<file path="src/rtl/jk_bank_pkg.sv">
// Shared definitions for jk_bank_ctrl: command codes, FSM state encodings and the
// expected-result helper used to validate the bank's q read-back.
package jk_bank_pkg;

    typedef logic [1:0] jk_cmd_t;

    localparam jk_cmd_t CMD_HOLD = 2'b00;
    localparam jk_cmd_t CMD_CLR  = 2'b01;
    localparam jk_cmd_t CMD_SET  = 2'b10;
    localparam jk_cmd_t CMD_TOG  = 2'b11;

    localparam logic [1:0] ST_IDLE  = 2'd0;
    localparam logic [1:0] ST_DRIVE = 2'd1;
    localparam logic [1:0] ST_CHECK = 2'd2;

    // Value a healthy JK flop holds after one clock of cmd, given its prior value snap.
    function automatic logic jk_expected(input jk_cmd_t cmd, input logic snap);
        logic res;
        case (cmd)
            CMD_HOLD: res = snap;
            CMD_CLR:  res = 1'b0;
            CMD_SET:  res = 1'b1;
            default:  res = ~snap;
        endcase
        return res;
    endfunction

endpackage

</file>
<file path="src/rtl/jk_rr_arbiter.sv">
// Round-robin arbiter: one-hot grant to the first valid requester at or after rr_ptr_i,
// wrapping, plus the encoded id of the winner.
module jk_rr_arbiter
    import jk_bank_pkg::*;
#(
    parameter int unsigned NUM_REQ = 4,
    parameter int unsigned IW      = 2
) (
    input  logic [NUM_REQ-1:0] req_valid_i,
    input  logic               en_i,
    input  logic [IW-1:0]      rr_ptr_i,
    output logic [NUM_REQ-1:0] gnt_o,
    output logic [IW-1:0]      gnt_id_o,
    output logic               gnt_valid_o
);

    always_comb begin
        gnt_o       = '0;
        gnt_id_o    = '0;
        gnt_valid_o = 1'b0;
        if (en_i) begin
            // Upper pass covers requesters at or after the pointer, lower pass the wrap.
            for (int unsigned i = 0; i < NUM_REQ; i++) begin
                if (!gnt_valid_o && req_valid_i[i] && (i >= 32'(rr_ptr_i))) begin
                    gnt_o[i]    = 1'b1;
                    gnt_id_o    = IW'(i);
                    gnt_valid_o = 1'b1;
                end
            end
            for (int unsigned i = 0; i < NUM_REQ; i++) begin
                if (!gnt_valid_o && req_valid_i[i]) begin
                    gnt_o[i]    = 1'b1;
                    gnt_id_o    = IW'(i);
                    gnt_valid_o = 1'b1;
                end
            end
        end
    end

endmodule

</file>
<file path="src/rtl/jk_bank_ctrl.sv">
// Arbitrated command controller for a bank of JK flops: drives one bit's j/k for one clock,
// reads q back and reports it. Optional counters are enabled by JK_BANK_CTRL_ERR_CNT_EN.
module jk_bank_ctrl
    import jk_bank_pkg::*;
#(
    parameter int unsigned NUM_REQ = 4,
    parameter int unsigned WIDTH   = 8,
    localparam int unsigned AW     = $clog2(WIDTH),
    localparam int unsigned IW     = $clog2(NUM_REQ)
) (
    input  logic                  clk,
    input  logic                  reset,
    input  logic [NUM_REQ-1:0]    req_valid,
    input  logic [2*NUM_REQ-1:0]  req_cmd,
    input  logic [AW*NUM_REQ-1:0] req_addr,
    output logic [NUM_REQ-1:0]    req_ready,
    output logic [WIDTH-1:0]      j_out,
    output logic [WIDTH-1:0]      k_out,
    input  logic [WIDTH-1:0]      q_in,
    output logic                  rsp_valid,
    output logic [IW-1:0]         rsp_id,
    output logic                  rsp_q,
    output logic                  rsp_err,
    output logic                  busy
`ifdef JK_BANK_CTRL_ERR_CNT_EN
    ,
    output logic [15:0]           cmd_count,
    output logic [15:0]           err_count
`endif
);

    localparam int unsigned AS = 1 << AW;

    logic [1:0]       state_q, state_d;
    logic [IW-1:0]    id_q, id_d;
    logic [IW-1:0]    rr_q, rr_d;
    jk_cmd_t          cmd_q, cmd_d;
    logic [AW-1:0]    addr_q, addr_d;
    logic             snap_q, snap_d;
    logic             oor_q, oor_d;
    logic [WIDTH-1:0] j_q, j_d;
    logic [WIDTH-1:0] k_q, k_d;
    logic             rsp_valid_q, rsp_valid_d;
    logic [IW-1:0]    rsp_id_q, rsp_id_d;
    logic             rsp_q_q, rsp_q_d;
    logic             rsp_err_q, rsp_err_d;

    logic [NUM_REQ-1:0] gnt;
    logic [IW-1:0]      gnt_id;
    logic               gnt_valid;
    logic               idle;

    jk_cmd_t          sel_cmd;
    logic [AW-1:0]    sel_addr;
    logic [WIDTH-1:0] sel_mask;
    logic             sel_in_range;
    logic [AS-1:0]    q_ext;
    logic             chk_bit;

    assign idle = (state_q == ST_IDLE);

    jk_rr_arbiter #(
        .NUM_REQ (NUM_REQ),
        .IW      (IW)
    ) u_arb (
        .req_valid_i (req_valid),
        .en_i        (idle),
        .rr_ptr_i    (rr_q),
        .gnt_o       (gnt),
        .gnt_id_o    (gnt_id),
        .gnt_valid_o (gnt_valid)
    );

    always_comb begin
        sel_cmd  = CMD_HOLD;
        sel_addr = '0;
        for (int unsigned i = 0; i < NUM_REQ; i++) begin
            if (gnt[i]) begin
                sel_cmd  = req_cmd[2*i +: 2];
                sel_addr = req_addr[AW*i +: AW];
            end
        end
    end

    always_comb begin
        for (int unsigned i = 0; i < WIDTH; i++) begin
            sel_mask[i] = (32'(sel_addr) == i);
        end
    end

    // Pad q to the whole address space so an out-of-range address reads back 0.
    always_comb begin
        q_ext            = '0;
        q_ext[WIDTH-1:0] = q_in;
    end

    assign sel_in_range = (32'(sel_addr) < WIDTH);
    assign chk_bit      = q_ext[addr_q];

    always_comb begin
        state_d     = state_q;
        id_d        = id_q;
        rr_d        = rr_q;
        cmd_d       = cmd_q;
        addr_d      = addr_q;
        snap_d      = snap_q;
        oor_d       = oor_q;
        j_d         = '0;
        k_d         = '0;
        rsp_valid_d = 1'b0;
        rsp_id_d    = rsp_id_q;
        rsp_q_d     = rsp_q_q;
        rsp_err_d   = rsp_err_q;
        case (state_q)
            ST_IDLE: begin
                if (gnt_valid) begin
                    id_d   = gnt_id;
                    cmd_d  = sel_cmd;
                    addr_d = sel_addr;
                    snap_d = q_ext[sel_addr];
                    oor_d  = !sel_in_range;
                    j_d    = sel_cmd[1] ? sel_mask : '0;
                    k_d    = sel_cmd[0] ? sel_mask : '0;
                    if (32'(gnt_id) == NUM_REQ - 1) begin
                        rr_d = '0;
                    end else begin
                        rr_d = gnt_id + IW'(1);
                    end
                    state_d = ST_DRIVE;
                end
            end
            ST_DRIVE: begin
                state_d = ST_CHECK;
            end
            ST_CHECK: begin
                rsp_valid_d = 1'b1;
                rsp_id_d    = id_q;
                rsp_q_d     = chk_bit;
                rsp_err_d   = oor_q | (chk_bit != jk_expected(cmd_q, snap_q));
                state_d     = ST_IDLE;
            end
            default: begin
                state_d = ST_IDLE;
            end
        endcase
    end

    always_ff @(posedge clk) begin
        if (reset) begin
            state_q     <= ST_IDLE;
            id_q        <= '0;
            rr_q        <= '0;
            cmd_q       <= CMD_HOLD;
            addr_q      <= '0;
            snap_q      <= 1'b0;
            oor_q       <= 1'b0;
            j_q         <= '0;
            k_q         <= '0;
            rsp_valid_q <= 1'b0;
            rsp_id_q    <= '0;
            rsp_q_q     <= 1'b0;
            rsp_err_q   <= 1'b0;
        end else begin
            state_q     <= state_d;
            id_q        <= id_d;
            rr_q        <= rr_d;
            cmd_q       <= cmd_d;
            addr_q      <= addr_d;
            snap_q      <= snap_d;
            oor_q       <= oor_d;
            j_q         <= j_d;
            k_q         <= k_d;
            rsp_valid_q <= rsp_valid_d;
            rsp_id_q    <= rsp_id_d;
            rsp_q_q     <= rsp_q_d;
            rsp_err_q   <= rsp_err_d;
        end
    end

`ifdef JK_BANK_CTRL_ERR_CNT_EN
    logic [15:0] cmd_cnt_q, err_cnt_q;

    // Counters advance on the same edge that launches the response.
    always_ff @(posedge clk) begin
        if (reset) begin
            cmd_cnt_q <= '0;
            err_cnt_q <= '0;
        end else if (state_q == ST_CHECK) begin
            if (cmd_cnt_q != 16'hFFFF) begin
                cmd_cnt_q <= cmd_cnt_q + 16'd1;
            end
            if (rsp_err_d && (err_cnt_q != 16'hFFFF)) begin
                err_cnt_q <= err_cnt_q + 16'd1;
            end
        end
    end

    assign cmd_count = cmd_cnt_q;
    assign err_count = err_cnt_q;
`endif

    assign req_ready = gnt;
    assign j_out     = j_q;
    assign k_out     = k_q;
    assign rsp_valid = rsp_valid_q;
    assign rsp_id    = rsp_id_q;
    assign rsp_q     = rsp_q_q;
    assign rsp_err   = rsp_err_q;
    assign busy      = !idle;

endmodule

</file>
<file path="config.mk">
export PLATFORM = sky130hd
export DESIGN_NAME = jk_bank_ctrl
export DESIGN_NICKNAME = d
export VERILOG_FILES = /design/src/rtl/jk_bank_pkg.sv /design/src/rtl/jk_rr_arbiter.sv /design/src/rtl/jk_bank_ctrl.sv
export SDC_FILE = /design/constraint.sdc
export NUM_CORES = 1
export LEC_CHECK = 0
export ABC_AREA = 1
export BUFFER_PORTS_ARGS = -buffer_cell sky130_fd_sc_hd__buf_2
export CORE_ASPECT_RATIO = 0.8
export CORE_MARGIN = 3
export CORE_UTILIZATION = 51
export CTS_CLUSTER_SIZE = 8
export DETAILED_ROUTE_END_ITERATION = 12
export PLACE_DENSITY = 0.93
export REMOVE_ABC_BUFFERS = 1
export SETUP_SLACK_MARGIN = 0.02
export SYNTH_ARGS = -nofsm -noshare
export SYNTH_HDL_FRONTEND = slang
export SYNTH_SLANG_ARGS = --single-unit
</file>
<file path="constraint.sdc">
create_clock -name clk -period 4.38 [get_ports clk]
set_input_delay 0.438 -clock clk [delete_from_list [all_inputs] [get_ports clk]]
set_output_delay 0.438 -clock clk [all_outputs]
set_load 0.01 [all_outputs]
</file>
# Yosys cells after proc, flatten, opt, wreduce, memory -nomap -nowiden
# Index checks and enable logic that the tools add are counted.
# W data, S select, Z words.
# totals
reg_bits,33
in_bits,34
output_inout_bits,26
wordCells,111
# classes
addsub,1
magnitude_cmp,5
n_eq_ne,14
mux,50
n_bitwise,5
n_reduce_logical,24
# ops
cell,count
$mux W1,28
$mux W2,13
$eq A3 B3 Y1 const B,4
$mux W3,4
$logic_and A1 B1 Y1,10
$logic_not A1 Y1,8
$lt A3 B4 Y1 const B,2
$reduce_or A4 Y1,2
$bmux W1 S3,2
$eq A2 B2 Y1 const B,3
$eq A3 B2 Y1 const B,2
$not A1 Y1,5
$eq A2 B1 Y1 const B,2
$ge A1 B2 Y1 const A,2
$logic_not A2 Y1,2
$mux W4,1
$pmux W2 S2,1
$eq A3 B1 Y1 const B,1
$logic_not A3 Y1,1
$pmux W1 S3,1
$add A2 B1 Y2 const B,1
$ge A2 B2 Y1 const A,1
$ne A2 B2 Y1 const B,1
$reduce_and A2 Y1,1
$ne A1 B1 Y1,1

# Logic depth before layout (Yosys ltp)
# Gate-level depths: netlist of the first run.
# depth
depth_word,40
mapped_depth,17
depth_no_buf,17

# Cells and area by module
# A second synthesis of the first run with hierarchy kept.
# unflattened
hier_cells,231
area_unflattened_um2,1580.3
# by_module_without_submodules
module,instances,cells_per_inst,area_each_um2,seq_area_each_um2
jk_bank_ctrl,1,198,1433.9,660.6
jk_rr_arbiter,1,33,146.4,0.0

# Worst setup path before layout of the first run
# OpenSTA, ideal clock, no wires.
# synth_timing
kind,input -> register
startpoint,input req_valid[1]
endpoint,register snap_q
setup_time_ns,0.113
arrival_time_ns,1.725
required_time_ns,4.267
slack_ns,2.542
path_stages,14
path_buffers,1
path_cell_list,inv_1 > nor2_1 > a21oi_2 > nand3_2 > nor2_4 > inv_2 > or2_0 > buf_6 > nand3_1 > nand2_1 > nand2_1 > nand3_1 > nand3_1 > nand2_1
# synth_between
elab_chain_len,32
word_cells_on_any_way,44
cone_classes,mux: 28; reduce/logical: 16
# synth_rtl
element,line_no,text
"start, declared",jk_bank_ctrl.sv:13,"input logic [NUM_REQ-1:0] req_valid,"
$logic_and A1 B1 Y1 (2 in a row),jk_rr_arbiter.sv:24,if (!gnt_valid_o && req_valid_i[i] && (i >= 32'(rr_ptr_i))) begin
$mux W1,jk_rr_arbiter.sv:24,
$mux W1,jk_rr_arbiter.sv:21,if (en_i) begin
$logic_not A1 Y1,jk_rr_arbiter.sv:24,
$logic_and A1 B1 Y1 (2 in a row),jk_rr_arbiter.sv:24,
$mux W1,jk_rr_arbiter.sv:24,
$mux W1,jk_rr_arbiter.sv:21,
$logic_not A1 Y1,jk_rr_arbiter.sv:24,
[... 15 more ...],n/a,
$logic_not A1 Y1,jk_rr_arbiter.sv:31,if (!gnt_valid_o && req_valid_i[i]) begin
$logic_and A1 B1 Y1,jk_rr_arbiter.sv:31,
$mux W1 (*),jk_rr_arbiter.sv:31,
$mux W4 (*),jk_rr_arbiter.sv:21,
net req_ready[3],jk_bank_ctrl.sv:16,"output logic [NUM_REQ-1:0] req_ready,"
$mux W3 (*),jk_bank_ctrl.sv:78,if (gnt[i]) begin
$bmux W1 S3 (*),jk_bank_ctrl.sv:120,snap_d = q_ext[sel_addr];
$mux W1 (not written as such) (*),jk_bank_ctrl.sv:120,
"end signal, assigned",jk_bank_ctrl.sv:169,snap_q <= snap_d;
"end, declared",jk_bank_ctrl.sv:39,"logic snap_q, snap_d;"
# The timed path passes the listed nets; every way through them passes the cells marked *. The select of a mux whose other input is x is not followed.
# A chain may end at the register's enable or synchronous reset.

# Final worst setup path of the first run
# layout_timing
startpoint,register rr_q[1]
endpoint,output req_ready[2]
# layout_between
elab_chain_len,30
word_cells_on_any_way,33
cone_classes,order compare: 3; mux: 15; reduce/logical: 15
# layout_rtl
element,line_no,text
"start, declared",jk_bank_ctrl.sv:36,"logic [IW-1:0] rr_q, rr_d;"
"start signal, assigned",jk_bank_ctrl.sv:166,rr_q <= rr_d;
$ge A1 B2 Y1,jk_rr_arbiter.sv:24,
$logic_and A1 B1 Y1,jk_rr_arbiter.sv:24,
$mux W1,jk_rr_arbiter.sv:24,
$mux W1,jk_rr_arbiter.sv:21,
$logic_not A1 Y1,jk_rr_arbiter.sv:24,
$logic_and A1 B1 Y1 (2 in a row),jk_rr_arbiter.sv:24,
$mux W1,jk_rr_arbiter.sv:24,
$mux W1,jk_rr_arbiter.sv:21,
[... 13 more ...],n/a,
$logic_not A1 Y1,jk_rr_arbiter.sv:31,
$logic_and A1 B1 Y1,jk_rr_arbiter.sv:31,
$mux W1,jk_rr_arbiter.sv:31,
$mux W1,jk_rr_arbiter.sv:21,
$logic_not A1 Y1,jk_rr_arbiter.sv:31,
$logic_and A1 B1 Y1,jk_rr_arbiter.sv:31,
$mux W1 (*),jk_rr_arbiter.sv:31,
$mux W4 (*),jk_rr_arbiter.sv:21,
"end, declared",jk_bank_ctrl.sv:16,
# Every way passes the cells marked *; elsewhere a longest branch is shown, timed or not. The select of a mux whose other input is x is not followed.

==> results.md, run 1 <==
- Remaining antenna violation count: 0
- Family with the most delay on the worst path: simple AND/OR/NAND/NOR gates
- CP bufs+invs: 2
- Overall die height: 54.6 µm
- Synth Instances: 215
- Fin crit share: 0.475
- Count of flip-flops with a built-in enable after synthesis: 0
- Cell area after technology mapping: 0.00150 mm²
- Vias: 1594
- Fin nets: 314
- Number of maximum-capacitance violations: 0
- CTS Buf Count: 5
- GR Overflow Total: 0
- DR vias/cell: 5.04
- Clk Tree Root Cell: sky130_fd_sc_hd__clkbuf_8
- Top-level port count: 60
- Floorplan die width: 66.7 µm
- Synthesized flop and latch total: 33
- Detailed placer's ending HPWL: 3000 µm
- Top achievable clock speed: 0.480 GHz
- Site Rows: 16
- Peak per-stage delay on the critical path: 0.38 ns
- Number of antenna violations at the first check in global routing: 0
- Share of flip-flops with an asynchronous set or reset after synthesis: 0
- DR pass1 iterations: 6
- Kind of start point of the critical path: flip-flop
- Worst-case headroom to the max-slew limit: 0.638
- Routed wirelength normalized by instance count: 11.6 µm
- Post-CTS Repair Setup Buffers: 0
- Top cells by count, synth: sky130_fd_sc_hd__nand2_1, sky130_fd_sc_hd__nor2_1, sky130_fd_sc_hd__dfxtp_1
- Yosys cell types: 25
- Global-route usage over all layers: 0.229
- Setup Crit Path Kind: flip-flop to output port
- Setup repair after global routing missed its margin: no
- Worst-case hold slack: 0.423 ns
- Insertion delay of the later-clocked pin in the worst-skew pair: 0.29 ns
- Per-instance average area after synthesis: 6.99 µm²
- Data required, critical path: 3.94 ns
- Final hold violations: 0
- Cell with the most instances after synthesis: sky130_fd_sc_hd__nand2_1
- Final number of max-transition violations: 0
- Ordered cell list for the critical path: nand2_1 -> nand2_2 -> nand2_1 -> nor2_2 -> nand4_1 -> nand2_1 -> inv_2 -> nor2_4 -> buf_2
- Inserted Diodes: 0
- Iter 0 DRT Violations: 110
- Clock tree sinks: 33
- Count of warnings emitted by yosys: 0
- Number of resized instances in the post-cts repair step: 0
- Count of hold-fix buffers inserted at cts: 0
- Clock Tree Buf Depth: 2
- Total of fill cells in the finished design: 227
- Setup violators final: 0
- Result of the run: completed
- Slowest library cell on the worst path: sky130_fd_sc_hd__dfxtp_1
- Number of global-route vias before repair: 1393
- Library cell with the largest summed area after synthesis: sky130_fd_sc_hd__dfxtp_1
- Biggest fanout along the worst timing path: 5
- Power Density: 387 mW/mm²
- Clock-pin transition on the worst setup and hold timing paths: 0.06 ns
- Leakage Power: 1.02 nW
- CTS H-tree lvls: 2
- PortBufs: 59
- Core region area: 0.00262 mm²
- Setup Total Neg Slack: 0 ns
- Proportion of synthesized chip area in sequential cells: 0.440
- Global-route wire length before repair: 6050 µm
- Biggest area contributors in the synthesized netlist: sky130_fd_sc_hd__dfxtp_1, sky130_fd_sc_hd__nand2_1, sky130_fd_sc_hd__nor2_1
- Fraction of final layout cells sized beyond drive strength 1: 0.289
- Starting utilization of the core area: 0.573
- Remaining routing DRC violations: 0
- Weighted congestion reported at the end of routability-driven placement: 0.922
- Worst setup skew after layout: 0.00390 ns
- Nature of the critical path endpoint: output port
- Sum of routed wire length over all layers: 3660 µm
- Least-Margin Pin Slew: 0.543 ns
- Largest net degree at the start of global routing: 10
- Die area: 0.00364 mm²
- Peak VDD IR: 215 µV
- Clock tree from TritonCTS: done
- Fraction of post-synthesis cell area in the top cell type by area: 0.440
- Time the worst path needs with I/O delays and setup: 2.08 ns
- Most frequent CP cell: sky130_fd_sc_hd__nand2_1
- Synth Flop Type: sky130_fd_sc_hd__dfxtp_1
- Worst hold path class: input port to flip-flop
- Area Overhead vs Synth: 27.6%
- Crit path arrival time: 1.64 ns
## registers in the layout (all words and copies together), names as in the netlist
| register | flops |
|---|---|
| addr_q | 3 |
| state_q | 2 |
| id_q | 2 |
| rsp_valid | 1 |
| rsp_q | 1 |
| cmd_q | 2 |
| rsp_err | 1 |
| rsp_id | 2 |
| k_out | 8 |
| snap_q | 1 |
| rr_q | 2 |
| j_out | 8 |
## per-stage QoR
step           utilization  setup slack, ns  instances  power [mW]  instance area (µm²)
2_1_floorplan            -             2.46        214       0.465                 1490
3_3_place_gp         0.698             2.30        309       0.519                 1830
3_5_place_dp         0.698             2.19        309       0.524                 1830
4_1_cts              0.731             2.30        316       0.746                 1920
5_1_grt              0.731             2.18        316       0.789                 1920
6_report             0.731             2.30        316       0.742                 1920
## report_power, final
part / switching, mW / internal [mW] / total, mW
clock: 0.0988 / 0.124 / 0.223
combinational: 0.120 / 0.0647 / 0.184
sequential: 0.0133 / 0.321 / 0.334
total: 0.232 / 0.510 / 0.742
## path summary, 6_finish.rpt
| path | startpoint | endpoint | slack (ns) | cells past startpoint |
|---|---|---|---|---|
| worst max-delay path | rr_q[1] | req_ready[2] | 2.30 | 9 |
| worst max register to register | rr_q[1] | snap_q | 2.39 | 17 |
| worst min register to register | cmd_q[0] | cmd_q[0] | 0.46 | 2 |
| worst min-delay path | reset | state_q[1] | 0.42 | 2 |
## cell type report
type                       instances  area [µm²]  share of cell area
tap                               36        45.0              0.0235
sequential                        33         661               0.344
inverter                          27         101              0.0528
multi-input combinational        154         729               0.380
clock buffer                       7        86.3              0.0450
timing repair buffer              59         295               0.154
## layout by cell type, fill, tap and decap left out, drive strengths merged
| master | n |
|---|---|
| o221ai | 1 |
| nand4 | 4 |
| inv | 27 |
| nand2 | 65 |
| clkbuf | 7 |
| nor2 | 40 |
| dfxtp | 33 |
| a2111oi | 1 |
| nand3 | 16 |
| o22ai | 1 |
| a21oi | 6 |
| o21ai | 14 |
| mux2i | 1 |
| nor3 | 1 |
| o32ai | 1 |
| xor2 | 1 |
| o211a | 1 |
| buf | 59 |
| or2 | 1 |
## metal layers
layer	track usage	vias to the layer above	share of wire
met2	0.349	77	0.45
li1	-	814	-
met3	0.0903	6	0.10
met4	0.122	0	0.021
met5	0	-	0
met1	0.279	697	0.43
## cells by family after synthesis
group	after synthesis	synth area share
AND/OR/NAND/NOR	127	0.376
flip-flops	33	0.440
buffers and inverters	28	0.0749
AO/OA/AOI/OAI	25	0.0974
XOR/XNOR	1	0.00583
multiplexers	1	0.00666
No activity file was read; power rests on OpenSTA's default activity.
==> run 2, diff against run 1 <==
--- a/config.mk
+++ b/config.mk
@@ -9,10 +9,10 @@
 export BUFFER_PORTS_ARGS = -buffer_cell sky130_fd_sc_hd__buf_2
 export CORE_ASPECT_RATIO = 0.8
 export CORE_MARGIN = 3
-export CORE_UTILIZATION = 51
+export CORE_UTILIZATION = 43
 export CTS_CLUSTER_SIZE = 8
 export DETAILED_ROUTE_END_ITERATION = 12
-export PLACE_DENSITY = 0.93
+export PLACE_DENSITY = 0.84
 export REMOVE_ABC_BUFFERS = 1
 export SETUP_SLACK_MARGIN = 0.02
 export SYNTH_ARGS = -nofsm -noshare
==> constraint.sdc (replaced) <==
create_clock -name clk -period 1.8 [get_ports clk]
set_input_delay 0.18 -clock clk [delete_from_list [all_inputs] [get_ports clk]]
set_output_delay 0.18 -clock clk [all_outputs]
set_load 0.01 [all_outputs]
==> results.md, run 2 (same netlist as run 1, synthesis figures left out) <==
- Result of the run: finished, violations left (was completed)
- Violated checks: negative setup slack
- Routed wirelength normalized by instance count: 12.4 µm (was 11.6 µm)
- Crit path arrival time: 2.07 ns (was 1.64 ns)
- Number of maximum-capacitance violations: 0 (unchanged)
- CTS Buf Count: 5 (unchanged)
- Clk Tree Root Cell: sky130_fd_sc_hd__clkbuf_8 (unchanged)
- Detailed placer's ending HPWL: 3050 µm (was 3000 µm)
- Clock tree from TritonCTS: done (unchanged)
- Fin nets: 334 (was 314)
- Ordered cell list for the critical path: inv_2 -> nand2_1 -> nand2_2 -> buf_4 -> buf_4 -> buf_4 -> buf_4 -> buf_4 -> buf_4 -> buf_4 -> o211a_1 -> o21ai_1 (was nand2_1 -> nand2_2 -> nand2_1 -> nor2_2 -> nand4_1 -> nand2_1 -> inv_2 -> nor2_4 -> buf_2)
- Met1 Track Usage GR: 0.246 (was 0.279)
- Worst-case hold slack: 0.161 ns (was 0.423 ns)
- Final core area utilization: 0.709 (was 0.731)
- Starting utilization of the core area: 0.467 (was 0.573)
- Setup Crit Path Kind: flip-flop to flip-flop (was flip-flop to output port)
- Most frequent CP cell: sky130_fd_sc_hd__buf_4 (was sky130_fd_sc_hd__nand2_1)
- Area Overhead vs Synth: 51.9% (was 27.6%)
- Remaining antenna violation count: 0 (unchanged)
- Overall die height: 58.9 µm (was 54.6 µm)
- Remaining routing DRC violations: 0 (unchanged)
- Global-route usage over all layers: 0.195 (was 0.229)
- Setup violators final: 2 (was 0)
- Post-route insts no fill: 341 (was 316)
- Met2 usage in global routing: 0.298 (was 0.349)
- Iter 0 DRT Violations: 105 (was 110)
- Final number of max-transition violations: 0 (unchanged)
- Worst-case headroom to the max-slew limit: 0.797 (was 0.638)
- DR vias/cell: 4.90 (was 5.04)
- Final WS setup: -0.0503 ns (was 2.30 ns)
- Power Total: 2.20 mW (was 742 µW)
- Setup Total Neg Slack: -0.0941 ns (was 0 ns)
- PortBufs: 59 (unchanged)
- Peak VDD IR: 504 µV (was 215 µV)
- Data required, critical path: 2.02 ns (was 3.94 ns)
- Vias: 1671 (was 1594)
- Setup repair after global routing missed its margin: yes (was no)
- Worst setup skew after layout: 0.00546 ns (was 0.00390 ns)
- Worst hold path class: input port to flip-flop (unchanged)
- Power Density: 962 mW/mm² (was 387 mW/mm²)
- Largest net degree at the start of global routing: 11 (was 10)
- Least-Margin Pin Slew: 0.297 ns (was 0.543 ns)
- Site Rows: 18 (was 16)
- Number of global-route vias before repair: 1452 (was 1393)
- Clock tree sinks: 33 (unchanged)
- Peak per-stage delay on the critical path: 0.38 ns (about the same)
- Global-route wire length before repair: 6330 µm (was 6050 µm)
- Count of hold-fix buffers inserted at cts: 0 (unchanged)
- Top-level port count: 60 (unchanged)
- Floorplan die width: 72.1 µm (was 66.7 µm)
- Fraction of final layout cells sized beyond drive strength 1: 0.465 (was 0.289)
- Time the worst path needs with I/O delays and setup: 1.85 ns
- Insertion delay of the later-clocked pin in the worst-skew pair: 0.28 ns (was 0.29 ns)
- Final hold violations: 0 (unchanged)
- # placed instances: 323 (was 309)
- Inserted Diodes: 0 (unchanged)
- Kind of start point of the critical path: flip-flop (unchanged)
- Clock-pin transition on the worst setup and hold timing paths: 0.06 ns (about the same)
- Clock Tree Buf Depth: 2 (unchanged)
- Die area: 0.00424 mm² (was 0.00364 mm²)
- DR pass1 iterations: 4 (was 6)
- Leakage Power: 1.16 nW (was 1.02 nW)
- Global-route layer with the greatest usage: met2 (unchanged)
- Commonest non-fill, non-tap cell in the layout: sky130_fd_sc_hd__buf_2 (was sky130_fd_sc_hd__nand2_1)
- GR Overflow Total: 0 (unchanged)
- Top achievable clock speed: 0.540 GHz
- Met3 track utilization from global routing: 0.0751 (was 0.0903)
- Biggest fanout along the worst timing path: 4 (was 5)
- Most frequent cells in the layout: sky130_fd_sc_hd__buf_2, sky130_fd_sc_hd__nand2_1, sky130_fd_sc_hd__dfxtp_1 (was sky130_fd_sc_hd__nand2_1, sky130_fd_sc_hd__buf_2, sky130_fd_sc_hd__nor2_1)
- Number of antenna violations at the first check in global routing: 0 (unchanged)
- Core region area: 0.00322 mm² (was 0.00262 mm²)
- Sum of routed wire length over all layers: 4220 µm (was 3660 µm)
- CTS H-tree lvls: 2 (unchanged)
- Fin crit share: 1.03
- Total of fill cells in the finished design: 253 (was 227)
- Slowest library cell on the worst path: sky130_fd_sc_hd__dfxtp_4 (was sky130_fd_sc_hd__dfxtp_1)
- Weighted congestion reported at the end of routability-driven placement: 0.930 (was 0.922)
- Nature of the critical path endpoint: flip-flop (was output port)
run 2: cell count changes in the layout (fill, tap and decap cells not counted), moves of 3 or more:
cell                      delta
sky130_fd_sc_hd__nand3_2     +6
sky130_fd_sc_hd__buf_2       -3
sky130_fd_sc_hd__inv_2       +3
sky130_fd_sc_hd__nor2_1      -4
sky130_fd_sc_hd__nor2_4      +5
sky130_fd_sc_hd__nand2_2    +19
sky130_fd_sc_hd__buf_4      +17
sky130_fd_sc_hd__inv_1       -4
sky130_fd_sc_hd__buf_6       +6
sky130_fd_sc_hd__nand2_1    -19
sky130_fd_sc_hd__nand3_1     -7
run 2: layout make-up:
type                    instances  area (µm²)  share of cell area
multi-input cells             154         868               0.380
flip-flops and latches         33         668               0.293
repair buffers                 79         475               0.208
inverters                      27         104              0.0455
clock buffers                   7        86.3              0.0378
well taps                      40        50.0              0.0219
clock inverters                 1        30.0              0.0132
run 2: metrics by stage:
stage	instance area (µm²)	setup slack, ns
2_1_floorplan	1490	0.00580
6_report	2280	-0.0503
3_5_place_dp	1910	-0.105
3_3_place_gp	1910	-0.0610
4_1_cts	2160	0.0186
5_1_grt	2280	-0.150
run 2: worst paths after layout:
check / endpoint / slack (ns) / from / cells after the start
worst max-delay path: id_q[1] / -0.05 / rr_q[1] / 12
worst min-delay path: rsp_valid / 0.16 / reset / 2
worst max register to register: id_q[1] / -0.05 / rr_q[1] / 12
worst min register to register: cmd_q[1] / 0.45 / cmd_q[1] / 2
run 2: routing by layer:
layer  wire (µm)  vias to the layer above
met1        1860                      738
met3         375                        7
li1            -                      852
met2        1920                       74
met4          68                        0
met5           0                        -
run 2: power by group:
| part | internal (mW) | total [mW] | switching (mW) |
|---|---|---|---|
| combinational | 0.288 | 0.673 | 0.386 |
| clock | 0.451 | 0.703 | 0.252 |
| sequential | 0.782 | 0.819 | 0.0370 |
run 2: worst max-delay path, delay by kind of cell, from the launching register on:
kind	cells	cell delay [ns]
AOI/OAI and AO/OA	2	0.31
buffers and inverters	8	0.91
DFF	1	0.38
and+or+nand+nor	2	0.19
run 2: what timing repair did:
action	CTS	global route
cloned	0	0
pin swaps	12	22
resized for setup	23	34
endpoints found under the setup margin	21	24
buffers inserted	9	1
